===== config.mk =====
export PLATFORM = sky130hd
export DESIGN_NAME = pipe_hazard_ctrl
export DESIGN_NICKNAME = d
export VERILOG_FILES = /design/src/rtl/pipe_hazard_ctrl.sv
export SDC_FILE = /design/constraint.sdc
export NUM_CORES = 1
export LEC_CHECK = 0
export CAP_MARGIN = 20
export CORE_MARGIN = 2
export CORE_UTILIZATION = 45
export CTS_CLUSTER_SIZE = 24
export DETAILED_ROUTE_END_ITERATION = 12
export GPL_ROUTABILITY_DRIVEN = 0
export HOLD_SLACK_MARGIN = 0.05
export PLACE_DENSITY = 0.73
export SETUP_SLACK_MARGIN = 0.3
export SLEW_MARGIN = 20
export SYNTH_ARGS = -nofsm -noshare
export SYNTH_HDL_FRONTEND = slang
export SYNTH_SLANG_ARGS = --single-unit

===== constraint.sdc =====
create_clock -name clk -period 2.6 [get_ports clk]
set_clock_uncertainty 0.15 [all_clocks]
set_input_delay 0.26 -clock clk [delete_from_list [all_inputs] [get_ports clk]]
set_output_delay 0.26 -clock clk [all_outputs]
set_load 0.02 [all_outputs]

===== src/rtl/pipe_hazard_ctrl.sv =====
// Hazard and flush controller for a 5-stage pipeline without forwarding.
// A 3-entry destination-tag scoreboard shadows EX/MEM/WB. While a decoded
// source register still has a write in flight, PC and IF/ID are held and
// ID/EX gets bubbles. A taken branch in EX flushes the wrong-path fetch
// plus ROM_LATENCY extra cycles to drain the registered ROM output.
module pipe_hazard_ctrl #(
  parameter int WB_BYPASS   = 0,   // 1: regfile written in first half-cycle
  parameter int R0_IS_ZERO  = 0,   // 1: r0 never creates a dependency
  parameter int ROM_LATENCY = 1,   // extra flush cycles after a taken branch
  parameter int STALL_CNT_W = 32
) (
  input  logic                   clk,
  input  logic                   rst,           // async, active-low
  input  logic                   id_valid,
  input  logic [4:0]             id_rn,
  input  logic [4:0]             id_rm,
  input  logic                   id_uses_rn,
  input  logic                   id_uses_rm,
  input  logic [4:0]             id_rd,
  input  logic                   id_reg_write,
  input  logic                   ex_branch_taken,
  output logic                   pc_hold,
  output logic                   if_id_hold,
  output logic                   id_ex_bubble,
  output logic                   if_id_flush,
  output logic [1:0]             state,
  output logic [STALL_CNT_W-1:0] stall_cnt,
  output logic [15:0]            flush_cnt
);

  typedef enum logic [1:0] {
    ST_RUN   = 2'd0,
    ST_STALL = 2'd1,
    ST_FLUSH = 2'd2
  } state_e;

  typedef struct packed {
    logic       v;
    logic [4:0] rd;
  } tag_t;

  localparam logic [1:0] FC_LOAD = 2'(ROM_LATENCY);

  state_e                 state_q, state_d;
  logic [1:0]             fc_q, fc_d;
  tag_t                   ex_q, ex_d;
  tag_t                   mem_q, mem_d;
  tag_t                   wb_q, wb_d;
  logic [STALL_CNT_W-1:0] stall_cnt_q, stall_cnt_d;
  logic [15:0]            flush_cnt_q, flush_cnt_d;

  logic in_flush;
  logic eff_valid;
  logic match_rn;
  logic match_rm;
  logic hazard;
  logic issue;

  // True when a write to r is still ahead of the register file.
  function automatic logic tag_match(input tag_t ex, input tag_t mem,
                                     input tag_t wb, input logic [4:0] r);
    logic hit;
    hit = (ex.v && ex.rd == r) || (mem.v && mem.rd == r) ||
          ((WB_BYPASS == 0) && wb.v && wb.rd == r);
    if ((R0_IS_ZERO != 0) && r == 5'd0) hit = 1'b0;
    return hit;
  endfunction

  // Hazard detection and pipeline control outputs.
  always_comb begin
    in_flush     = (state_q == ST_FLUSH);
    eff_valid    = id_valid && !in_flush;
    match_rn     = tag_match(ex_q, mem_q, wb_q, id_rn);
    match_rm     = tag_match(ex_q, mem_q, wb_q, id_rm);
    // A register used on both rn and rm is simply an OR: counted once.
    hazard       = eff_valid && ((id_uses_rn && match_rn) ||
                                 (id_uses_rm && match_rm));
    // A taken branch wins: PC must not be held so it can load the target.
    issue        = eff_valid && !hazard && !ex_branch_taken;
    pc_hold      = hazard && !ex_branch_taken;
    if_id_hold   = pc_hold;
    id_ex_bubble = hazard || ex_branch_taken || in_flush;
    if_id_flush  = ex_branch_taken || in_flush;
  end

  // Scoreboard shift: a tag advances one stage per cycle, new tag on issue.
  always_comb begin
    wb_d     = mem_q;
    mem_d    = ex_q;
    ex_d.v   = issue && id_reg_write;
    ex_d.rd  = id_rd;
  end

  // Next-state logic for RUN/STALL/FLUSH and the flush down-counter.
  always_comb begin
    // NOTE: every combinational output gets a default first so no path
    // through the case leaves it unassigned, which would infer a latch.
    state_d = state_q;
    fc_d    = fc_q;
    unique case (state_q)
      ST_RUN, ST_STALL: begin
        if (ex_branch_taken) begin
          if (ROM_LATENCY == 0) begin
            state_d = ST_RUN;
          end else begin
            state_d = ST_FLUSH;
            fc_d    = FC_LOAD;
          end
        end else if (hazard) begin
          state_d = ST_STALL;
        end else begin
          state_d = ST_RUN;
        end
      end
      ST_FLUSH: begin
        if (ex_branch_taken) begin
          // Back-to-back branch restarts the drain window.
          state_d = (ROM_LATENCY == 0) ? ST_RUN : ST_FLUSH;
          fc_d    = FC_LOAD;
        end else if (fc_q <= 2'd1) begin
          state_d = ST_RUN;
          fc_d    = 2'd0;
        end else begin
          fc_d    = fc_q - 2'd1;
        end
      end
      default: begin
        state_d = ST_RUN;
        fc_d    = 2'd0;
      end
    endcase
  end

  // Performance counters: stalls saturate, flushes wrap.
  always_comb begin
    stall_cnt_d = stall_cnt_q;
    if (pc_hold && (stall_cnt_q != '1)) stall_cnt_d = stall_cnt_q + 1'b1;
    flush_cnt_d = flush_cnt_q;
    if (ex_branch_taken) flush_cnt_d = flush_cnt_q + 16'd1;
  end

  // State registers with asynchronous active-low reset.
  always_ff @(posedge clk or negedge rst) begin
    // NOTE: sequential state uses non-blocking assignments so every flop
    // samples the pre-edge values regardless of statement order.
    if (!rst) begin
      state_q     <= ST_RUN;
      fc_q        <= 2'd0;
      ex_q        <= '0;
      mem_q       <= '0;
      wb_q        <= '0;
      stall_cnt_q <= '0;
      flush_cnt_q <= '0;
    end else begin
      state_q     <= state_d;
      fc_q        <= fc_d;
      ex_q        <= ex_d;
      mem_q       <= mem_d;
      wb_q        <= wb_d;
      stall_cnt_q <= stall_cnt_d;
      flush_cnt_q <= flush_cnt_d;
    end
  end

  assign state     = state_q;
  assign stall_cnt = stall_cnt_q;
  assign flush_cnt = flush_cnt_q;

endmodule


==> results of run 1 <==
==> timing repair <==
item / in CTS / in global routing
setup endpoints to repair: 25 / 34
resized for setup: 22 / 40
buffers inserted: 15 / 19
hold buffers: 1 / 0
endpoints found under the hold margin: 20 / 0
pin swaps: 5 / 18
==> metal layers <==
| layer | up-vias | global-route usage | part of all wire |
|---|---|---|---|
| met5 | - | 0 | 0 |
| met4 | 0 | 0.0882 | 0.022 |
| met3 | 18 | 0.0388 | 0.047 |
| met2 | 80 | 0.331 | 0.49 |
| met1 | 1363 | 0.287 | 0.44 |
| li1 | 1277 | - | - |
==> through the flow <==
| step | hold slack [ps] | setup slack, ps | setup TNS, ps |
|---|---|---|---|
| after floorplan | -186 | 165 | 0 |
| after global placement | 99.9 | -156 | -535 |
| after detailed placement | 105 | -226 | -731 |
| after CTS | 197 | 253 | 0 |
| after global routing | 205 | 177 | 0 |
| final | 206 | 257 | 0 |
==> synthesized netlist by cell type (2+ instances only) <==
master,instances
dfrtp_1,70
xor2_1,51
xnor2_1,24
nand2_1,18
nand4_1,18
nor3_1,16
nand3_1,15
nor4_1,13
and3_1,12
nor2_1,10
inv_1,7
clkbuf_1,6
a21oi_1,4
o21ai_0,3
or4_1,3
buf_2,2
ha_1,2
mux2_2,2
nand2b_1,2
nor3b_1,2
nor4b_1,2
==> power by group through the flow <==
stage,combinational [W],sequential [W],clock (W)
6_report,0.000418,0.00124,0.000897
2_1_floorplan,0.000128,0.00131,0
5_1_grt,0.000453,0.00125,0.000963
3_5_place_dp,0.000400,0.00126,0
3_3_place_gp,0.000395,0.00126,0
4_1_cts,0.000410,0.00124,0.000910
==> area by class of cell <==
type	instances	area, sq um
fillers	584	2260
flip-flops and latches	70	1760
multi-input cells	209	1620
repair buffers	123	1150
clock buffers	13	159
well taps	99	124
clock inverters	3	42.5
inverters	7	26.3
==> worst register-to-register path, delay by kind of cell, from the launching register on <==
| kind | cells | cell delay, ps |
|---|---|---|
| simple gates | 6 | 1400 |
| flops | 1 | 390 |
| mux | 1 | 290 |
==> cell families after synthesis <==
logic type / Yosys count / share of synthesized area
DFF: 70 / 0.536
AOI/OAI and AO/OA: 8 / 0.0130
xor gates and xnor gates: 75 / 0.201
muxes: 3 / 0.0115
adders and majority gates: 2 / 0.00765
and+or+nand+nor: 121 / 0.211
buffers and inverters: 16 / 0.0203
==> worst paths after layout <==
kind                                      startpoint                        to  slack (ps)
max                               mem_q[0]$_DFF_PN0_              id_ex_bubble         260
min                                         id_rd[4]         ex_q[4]$_DFF_PN0_         210
max reg2reg                stall_cnt[12]$_DFFE_PN0P_  stall_cnt[1]$_DFFE_PN0P_         260
min reg2reg                        ex_q[5]$_DFF_PN0_        mem_q[5]$_DFF_PN0_         260
max in group asynchronous                        rst  stall_cnt[5]$_DFFE_PN0P_        1280
min in group asynchronous                        rst  flush_cnt[7]$_DFFE_PN0P_         260
==> placed cells by master, fill, tap and decap left out, types with 3 or more instances in the layout <==
cell type	n
clkdlybuf4s50_1	66
dfrtp_1	63
xor2_1	51
buf_4	43
xnor2_1	24
nand4_1	18
nand2_1	17
nand3_1	15
clkbuf_8	11
and3_1	10
nor3_1	8
nor4_1	7
inv_1	7
dfrtp_2	7
nor2_1	6
nor3_2	6
nor4_2	5
buf_6	5
dlymetal6s2s_1	4
nor2_4	3
a21oi_1	3
nor3_4	3
==> sequential cells by signal, summed over array words and instances (netlist names) <==
register,count
ex_q,6
fc_q,2
flush_cnt,16
mem_q,6
stall_cnt,32
state,2
wb_q,6
==> impl_results.md, run 1 <==
* Rows at 31
* Fin crit share at 0.901
* Fmax at 427 MHz
* Crit path cell chain: xor2_1 > nor4_1 > nand4_1 > nand4_1 > nor2_4 > o21ai_2 > buf_6
* Vias per cell at 5.23
* Fin nets at 444
* Cell taking the most area after synthesis: dfrtp_1
* Crit path arrival time at 1930 ps
* Final number of setup-violating endpoints at 0
* Placed instance count at 473
* Rel. slew slack at 0.666
* Via count at 2738
* Slowest stage cell, crit path: dfrtp_1
* Critical path fanouts, max at 4
* Worst hold path depth at 1
* Fin crit period at 2340 ps
* Post-synthesis register bit count at 70
* Final instance area at 4880 sq um
* Total track usage at 0.210
* Yosys warnings at 0
* Worst-Margin Slew at 502 ps
* Antenna fix cells at 0
* Setup CP Type: flip-flop to primary output
* Die Area at 7960 sq um
* Area after DPL at 4220 sq um
* TritonCTS clock tree: done
* Remaining DRCs at 0
* FFs w/ async S/R, synth at 1.00
* Worst path max stage delay at 420 ps
* Synth top area share at 0.536
* CP Launch Type: flip-flop
* Peak supply drop at 0.459 mV
* Cells after Synth at 295
* Final-report hold violation count at 0
* Hold Crit Class: input pin to flip-flop
* Largest cells by area after synthesis: dfrtp_1 54%, xor2_1 14%, xnor2_1 6.4%
* Grt ovf at 0
* Worst setup EP type: primary output
* CTS buffer count at 9
* Synthesized area per cell at 11.1 sq um
* Switching Share at 0.268
* First-pass GRT wire length at 12800 um
* I/O pin cnt at 76
* Vias in the first global route at 2673
* Non-filler cells, final at 524
* WL final at 8130 um
* HPWL Detailed at 5340 um
* H-tree depth at 3
* Levels on crit path at 7
* Port Buffers at 75
* Initial antenna violation count at 0
* Most used DFF post-synth: dfrtp_1
* Unrepaired setup endpoints after global routing: yes
* Routed len/inst at 15.5 um
* Clock share of power at 0.352
* Clock Sinks at 70
* Fin util at 0.684
* Mapped Nets at 319
* Sequential share of the synthesized area at 0.536
* Core area at 7140 sq um
* Worst endpoint required time at 2190 ps
* Yosys cell types at 34
* Worst-skew pair later-pin latency at 330 ps
* Crit-path most repeated cell: nand4_1
* DRT iter0 DRCs at 131
* Post-synth EDFFs at 0
* FF-to-FF path depth at 7
* Combinational power share at 0.164
* Antenna Nets Post-Route at 0
* Total power draw at 0.00255 W
* Initial Util at 0.458
* Worst Path Buf+Inv at 1
* Mapped Area at 3270 sq um
* Die height at 89.2 um
* Pleak at 2.28 nW
* Max-cap viol count at 0
* Layout cells sized above 1 at 0.256
* Cell Pwr Density at 523 nW/um^2
* Net Sw Power at 0.000684 W
* Chip Width at 89.2 um
* Largest net degree at the start of global routing at 28
* Cell-internal power at 0.00187 W
* 1st-pass router iterations at 4
* Delay-heaviest family, CP: simple AND/OR/NAND/NOR gates
* Sequential share of power at 0.485
* Pins Over Slew Limit at 0
* Outcome: finished, final reports clean
* Root buf cell: clkbuf_8
* Area growth syn-to-layout at 49.2%
* Clock-pin slew on the worst setup and hold paths at 70 ps
* Clock tree buffer depth at 2
Power figures use the tool's default switching activity.
==> run 2: changes to the inputs <==
GPL_TIMING_DRIVEN = 0   (was default)
SETUP_SLACK_MARGIN = default   (was 0.3)
==> run 2 against run 1 <==
Effect of this change: clock power is 5.1% higher; hold slack worse by 23 ps; sequential share of layout area increased by 2.1 points; die area did not move.
==> impl_results.md, run 2 (synthesis gave the netlist of run 1 again) <==
* Outcome: finished, final reports clean
* Net Sw Power at 0.000684 W (about the same)
* Fmax at 398 MHz (-6.7%)
* First-pass GRT wire length at 12000 um (-6.1%)
* Area growth syn-to-layout at 41.1%
* Worst path max stage delay at 500 ps (+80 ps)
* H-tree depth at 3 (unchanged)
* Peak supply drop at 0.265 mV (-42%)
* Routed len/inst at 14.7 um (-5.1%)
* Largest net degree at the start of global routing at 37 (+32%)
* Fin util at 0.646 (-0.0373)
* CP Launch Type: flip-flop
* Root buf cell: clkbuf_8
* Cell Pwr Density at 560 nW/um^2 (+7.1%)
* Chip Width at 89.2 um (unchanged)
* Worst-skew pair later-pin latency at 340 ps (about the same)
* Hold Crit Class: input pin to flip-flop
* Non-filler cells, final at 505 (-3.6%)
* Rel. slew slack at 0.579 (-0.0867)
* Core area at 7140 sq um (unchanged)
* Antenna Nets Post-Route at 0 (unchanged)
* Worst-Margin Slew at 627 ps (+125 ps)
* Fin crit share at 0.965 (+0.0643)
* Clock-pin slew on the worst setup and hold paths at 70 ps (about the same)
* Initial antenna violation count at 0 (unchanged)
* Die Area at 7960 sq um (unchanged)
* Setup CP Type: flip-flop to flip-flop
* Fin nets at 425 (-4.3%)
* Remaining DRCs at 0 (unchanged)
* Crit path cell chain: ha_2 > nand4_1 > or4_4 > buf_6 > nor3_4 > or2b_4 > nor2_4 > mux2_4
* Die height at 89.2 um (unchanged)
* Antenna fix cells at 0 (unchanged)
* Pins Over Slew Limit at 0 (unchanged)
* Most common cell after layout, fill and taps aside: clkdlybuf4s50_1
* Max-cap viol count at 0 (unchanged)
* Worst endpoint required time at 2680 ps (+490 ps)
* Unrepaired setup endpoints after global routing: yes
* Worst Hold Slack at 183 ps (-23.2 ps)
* I/O pin cnt at 76 (unchanged)
* Largest register FFs at 32 (unchanged)
* Cell-internal power at 0.00190 W (+1.7%)
* Clock Sinks at 70 (unchanged)
* Total power draw at 0.00258 W (+1.3%)
* Switching Share at 0.265 (-0.00319)
* Delay-heaviest family, CP: simple AND/OR/NAND/NOR gates
* Crit path arrival time at 2590 ps (+660 ps)
* Fin crit period at 2510 ps (+167 ps)
* Total track usage at 0.198 (-0.0126)
* Placed instance count at 469 (-0.85%)
* Final number of setup-violating endpoints at 0 (unchanged)
* DRT iter0 DRCs at 67 (-49%)
* HPWL Detailed at 5160 um (-3.3%)
* Critical path fanouts, max at 7 (+3)
* Worst Path Buf+Inv at 1 (unchanged)
* 1st-pass router iterations at 6 (+2)
* Slowest stage cell, crit path: or4_4
* Port Buffers at 74 (-1.3%)
* CTS buffer count at 9 (unchanged)
* Combinational power share at 0.156 (-0.008)
* Vias in the first global route at 2549 (-4.6%)
* Clock share of power at 0.365 (+0.013)
* Sequential share of power at 0.480 (-0.005)
* Worst setup EP type: flip-flop
* Setup TNS at 0 ps (unchanged)
* Layout cells sized above 1 at 0.172 (-0.0841)
* TritonCTS clock tree: done
* Most frequent cells in the layout: 65 x clkdlybuf4s50_1, 64 x dfrtp_1, 50 x xor2_1
* Pleak at 2.10 nW (-7.9%)
* Via count at 2594 (-5.3%)
* Grt ovf at 0 (unchanged)
* Initial Util at 0.458 (unchanged)
* Rows at 31 (unchanged)
* Final-report hold violation count at 0 (unchanged)
* Clock tree buffer depth at 2 (unchanged)
* WL final at 7430 um (-8.6%)
* Vias per cell at 5.14 (-1.7%)
## run 2: cell types whose count changed in the layout (fill, tap and decap cells not counted), sizes merged
cell / before / now
clkinv: 1 / 3
dlymetal6s2s: 4 / 1
buf: 51 / 28
clkdlybuf4s50: 66 / 65
bufinv: 1 / 2
dlygate4sd2: 1 / 4
clkbuf: 13 / 15
## run 2: repair_timing
action	4_1_cts	5_1_grt
hold buffers	1	0
resized for setup	29	23
pin swaps	7	11
hold endpoints to repair	35	0
setup endpoints to repair	19	28
buffers inserted	2	18
## run 2: power groups by stage
stage	Clock (W)	Sequential (W)	Combinational, W
floorplan	0	0.00131	0.000128
global placement	0	0.00126	0.000385
detailed placement	0	0.00126	0.000395
CTS	0.000965	0.00124	0.000399
global route	0.00101	0.00125	0.000437
finish	0.000943	0.00124	0.000403
## run 2: final timing paths
check / start / to / slack (ps) / cells after the start
min in group asynchronous: rst / mem_q[3]$_DFF_PN0_ / 260 / 2
hold reg to reg: ex_q[5]$_DFF_PN0_ / mem_q[5]$_DFF_PN0_ / 270 / 0
hold / removal: ex_branch_taken / flush_cnt[0]$_DFFE_PN0P_ / 180 / 2
setup reg to reg: stall_cnt[1]$_DFFE_PN0P_ / stall_cnt[1]$_DFFE_PN0P_ / 90 / 8
max in group asynchronous: rst / stall_cnt[14]$_DFFE_PN0P_ / 1490 / 3
setup / recovery: stall_cnt[1]$_DFFE_PN0P_ / stall_cnt[1]$_DFFE_PN0P_ / 90 / 8
## run 2: routing by layer
metal  wire length (um)  track usage
met4                 64       0.0624
met1               3400        0.259
met3                398       0.0619
met5                  0            0
met2               3570        0.314
## run 2: cell type report
type                            count  area (sq um)
Buffer                              8          56.3
Multi-Input combinational cell    209          1530
Fill cell                         592          2520
Inverter                            7          26.3
Clock buffer                       10           128
Tap cell                           99           124
Clock inverter                      6          86.3
Sequential cell                    70          1760
Timing Repair Buffer               96           906
## run 2: through the flow
step / instance area, sq um / setup WS [ps]
floorplan: 3270 / 28.4
global placement: 4130 / -1240
detailed placement: 4150 / -894
CTS: 4410 / 2.39
global route: 4610 / -43.9
finish: 4610 / 90.0
==> run 3: changes to the inputs <==
CORE_MARGIN = 1.5   (was 2)
==> run 3 against run 2 <==
Effect of this change: sequential share of layout area increased by 0.92 points; combinational power decreased by 2%; global-route usage increased by 0.48 points; sequential cell count unchanged; maximum frequency decreased by 2.6%; die area decreased by 2.2%; register-to-register slack got worse by 70 ps; final cell count decreased by 1.4%; routed wire length increased by 0.89%; via count about the same; critical path type unchanged; largest cell class unchanged; largest power group unchanged; highest routed layer unchanged.
==> impl_results.md, run 3 (synthesis gave the netlist of run 1 again) <==
* Outcome: finished, final reports clean
* Net Sw Power at 0.000643 W (-6.0%)
* First-pass GRT wire length at 12000 um (+0.12%)
* Grt ovf at 0 (unchanged)
* 1st-pass router iterations at 5 (-1)
* Initial antenna violation count at 0 (unchanged)
* Critical path fanouts, max at 7 (unchanged)
* Total track usage at 0.202 (+0.00476)
* Core area at 6910 sq um (-3.2%)
* Largest register FFs at 32 (unchanged)
* Layout cells sized above 1 at 0.152 (-0.0207)
* FF-to-FF path depth at 8 (unchanged)
* Port Buffers at 74 (unchanged)
* Antenna Nets Post-Route at 0 (unchanged)
* Clock tree buffer depth at 2 (unchanged)
* Setup CP Type: flip-flop to flip-flop
* H-tree depth at 3 (unchanged)
* Rel. slew slack at 0.613 (+0.0340)
* Rows at 30 (-3.2%)
* Most frequent cells in the layout: 66 x clkdlybuf4s50_1, 65 x dfrtp_1, 51 x xor2_1
* Clock share of power at 0.309 (-0.056)
* FF-to-FF End: stall_cnt[1]$_DFFE_PN0P_
* Cell-internal power at 0.00172 W (-9.5%)
* Final number of setup-violating endpoints at 0 (unchanged)
* TritonCTS clock tree: done
* Worst-Margin Slew at 576 ps (-50.6 ps)
* Fill cells at 587 (-0.84%)
* Pins Over Slew Limit at 0 (unchanged)
* CP Launch Type: flip-flop
* FF-to-FF Start: stall_cnt[1]$_DFFE_PN0P_
* Initial Util at 0.473 (+0.0153)
* Worst Setup SP: stall_cnt[1]$_DFFE_PN0P_
* Cell Pwr Density at 525 nW/um^2 (-6.3%)
* Vias per cell at 5.21 (+1.4%)
* Largest net degree at the start of global routing at 44 (+19%)
* Max-cap viol count at 0 (unchanged)
* Clock Sinks at 70 (unchanged)
* Worst setup EP type: flip-flop
* HPWL Detailed at 5110 um (-0.96%)
* Worst-skew pair later-pin latency at 330 ps (about the same)
* Worst Hold Slack at 202 ps (+18.8 ps)
* Worst endpoint required time at 2670 ps (about the same)
* Fin crit share at 0.991 (+0.0261)
* Worst setup path endpoint: stall_cnt[1]$_DFFE_PN0P_
* Chip Width at 88.2 um (-1.1%)
* Fin nets at 423 (-0.47%)
* Most common cell after layout, fill and taps aside: clkdlybuf4s50_1
* Crit path arrival time at 2650 ps (+60 ps)
* Remaining DRCs at 0 (unchanged)
* Root buf cell: clkbuf_8
* Fin crit period at 2580 ps (+67.8 ps)
* Switching Share at 0.272 (+0.00744)
* Vias in the first global route at 2572 (+0.90%)
* Via count at 2593 (-0.039%)
* Antenna fix cells at 0 (unchanged)
* Total power draw at 0.00236 W (-8.5%)
* WL final at 7500 um (+0.89%)
* Sequential share of power at 0.523 (+0.043)
* DRT iter0 DRCs at 157 (+130%)
* Placed instance count at 466 (-0.64%)
* Fmax at 388 MHz (-2.6%)
* Clock-pin slew on the worst setup and hold paths at 70 ps (about the same)
* Worst reg-to-reg setup slack at 20 ps (-70 ps)
* Area growth syn-to-layout at 37.7%
* Non-filler cells, final at 498 (-1.4%)
* Hold Crit Class: input pin to flip-flop
* Final-report hold violation count at 0 (unchanged)
* Routed len/inst at 15.1 um (+2.3%)
* Combinational power share at 0.168 (+0.012)
* Die height at 88.2 um (-1.1%)
* CTS buffer count at 9 (unchanged)
* Die Area at 7790 sq um (-2.2%)
* I/O pin cnt at 76 (unchanged)
* Peak supply drop at 0.250 mV (-5.8%)
* Unrepaired setup endpoints after global routing: yes
* Pleak at 2.06 nW (-1.9%)
[run 3: cell count changes in the layout (fill, tap and decap cells not counted), sizes merged]
| cell | change |
|---|---|
| buf | -3 |
| clkbuf | +3 |
| bufinv | -2 |
| clkdlybuf4s50 | +1 |
| clkinv | -1 |
| clkinvlp | -1 |
| dlymetal6s2s | -1 |
[run 3: how the worst min path moves through the flow]
stage | startpoint | to | slack, ps | cells past startpoint
2_1_floorplan | rst | ex_q[0]$_DFF_PN0_ | -190 | 0
3_3_place_gp | mem_q[5]$_DFF_PN0_ | wb_q[5]$_DFF_PN0_ | 240 | 0
3_5_place_dp | rst | wb_q[3]$_DFF_PN0_ | 50 | 1
4_1_cts | ex_branch_taken | flush_cnt[0]$_DFFE_PN0P_ | 180 | 2
5_1_grt | id_rd[1] | ex_q[1]$_DFF_PN0_ | 200 | 1
6_report | ex_branch_taken | flush_cnt[0]$_DFFE_PN0P_ | 200 | 2
[run 3: metal layers]
layer / global-route usage / share of wire
met3: 0.0653 / 0.057
met2: 0.323 / 0.48
met5: 0 / 0
met4: 0.0668 / 0.0096
met1: 0.263 / 0.46
[run 3: worst max-delay path: stages, from the launching register on]
cell and delay [ps]:
dfrtp_1 410, ha_1 210, nand4_1 180, or4_4 530, buf_6 150, nor3_4 260
or2b_4 220, nor2_2 60, mux2_4 290
[run 3: through the flow]
stage          worst slack [ps]  TNS, ps  area, sq um  utilization
2_1_floorplan              28.4        0         3270            -
3_3_place_gp              -1300   -97670         4130        0.598
3_5_place_dp               -860    -8030         4150        0.601
4_1_cts                   0.624        0         4330        0.627
5_1_grt                   -47.9     -148         4500        0.652
6_report                   22.2        0         4500        0.652
[run 3: power groups by stage]
stage / clock network (W) / logic (W) / registers [W]
floorplan: 0 / 0.000128 / 0.00131
global placement: 0 / 0.000386 / 0.00125
detailed placement: 0 / 0.000398 / 0.00126
CTS: 0.000750 / 0.000401 / 0.00124
global route: 0.000806 / 0.000434 / 0.00125
finish: 0.000730 / 0.000396 / 0.00124
[run 3: area by class of cell]
class	instances	area (sq um)	area share
Sequential cell	70	1760	0.391
Multi-Input combinational cell	209	1500	0.333
Timing Repair Buffer	94	886	0.197
Clock buffer	12	145	0.0322
Tap cell	96	120	0.0267
Buffer	8	56.3	0.0125
Inverter	7	26.3	0.00584
Clock inverter	2	10.0	0.00222
[run 3: timing repair]
action,4_1_cts,5_1_grt
setup endpoints to repair,17,27
setup buffers,1,17
hold endpoints to repair,37,0
pin swaps,6,7
gates resized for setup,27,17
hold buffers,1,0
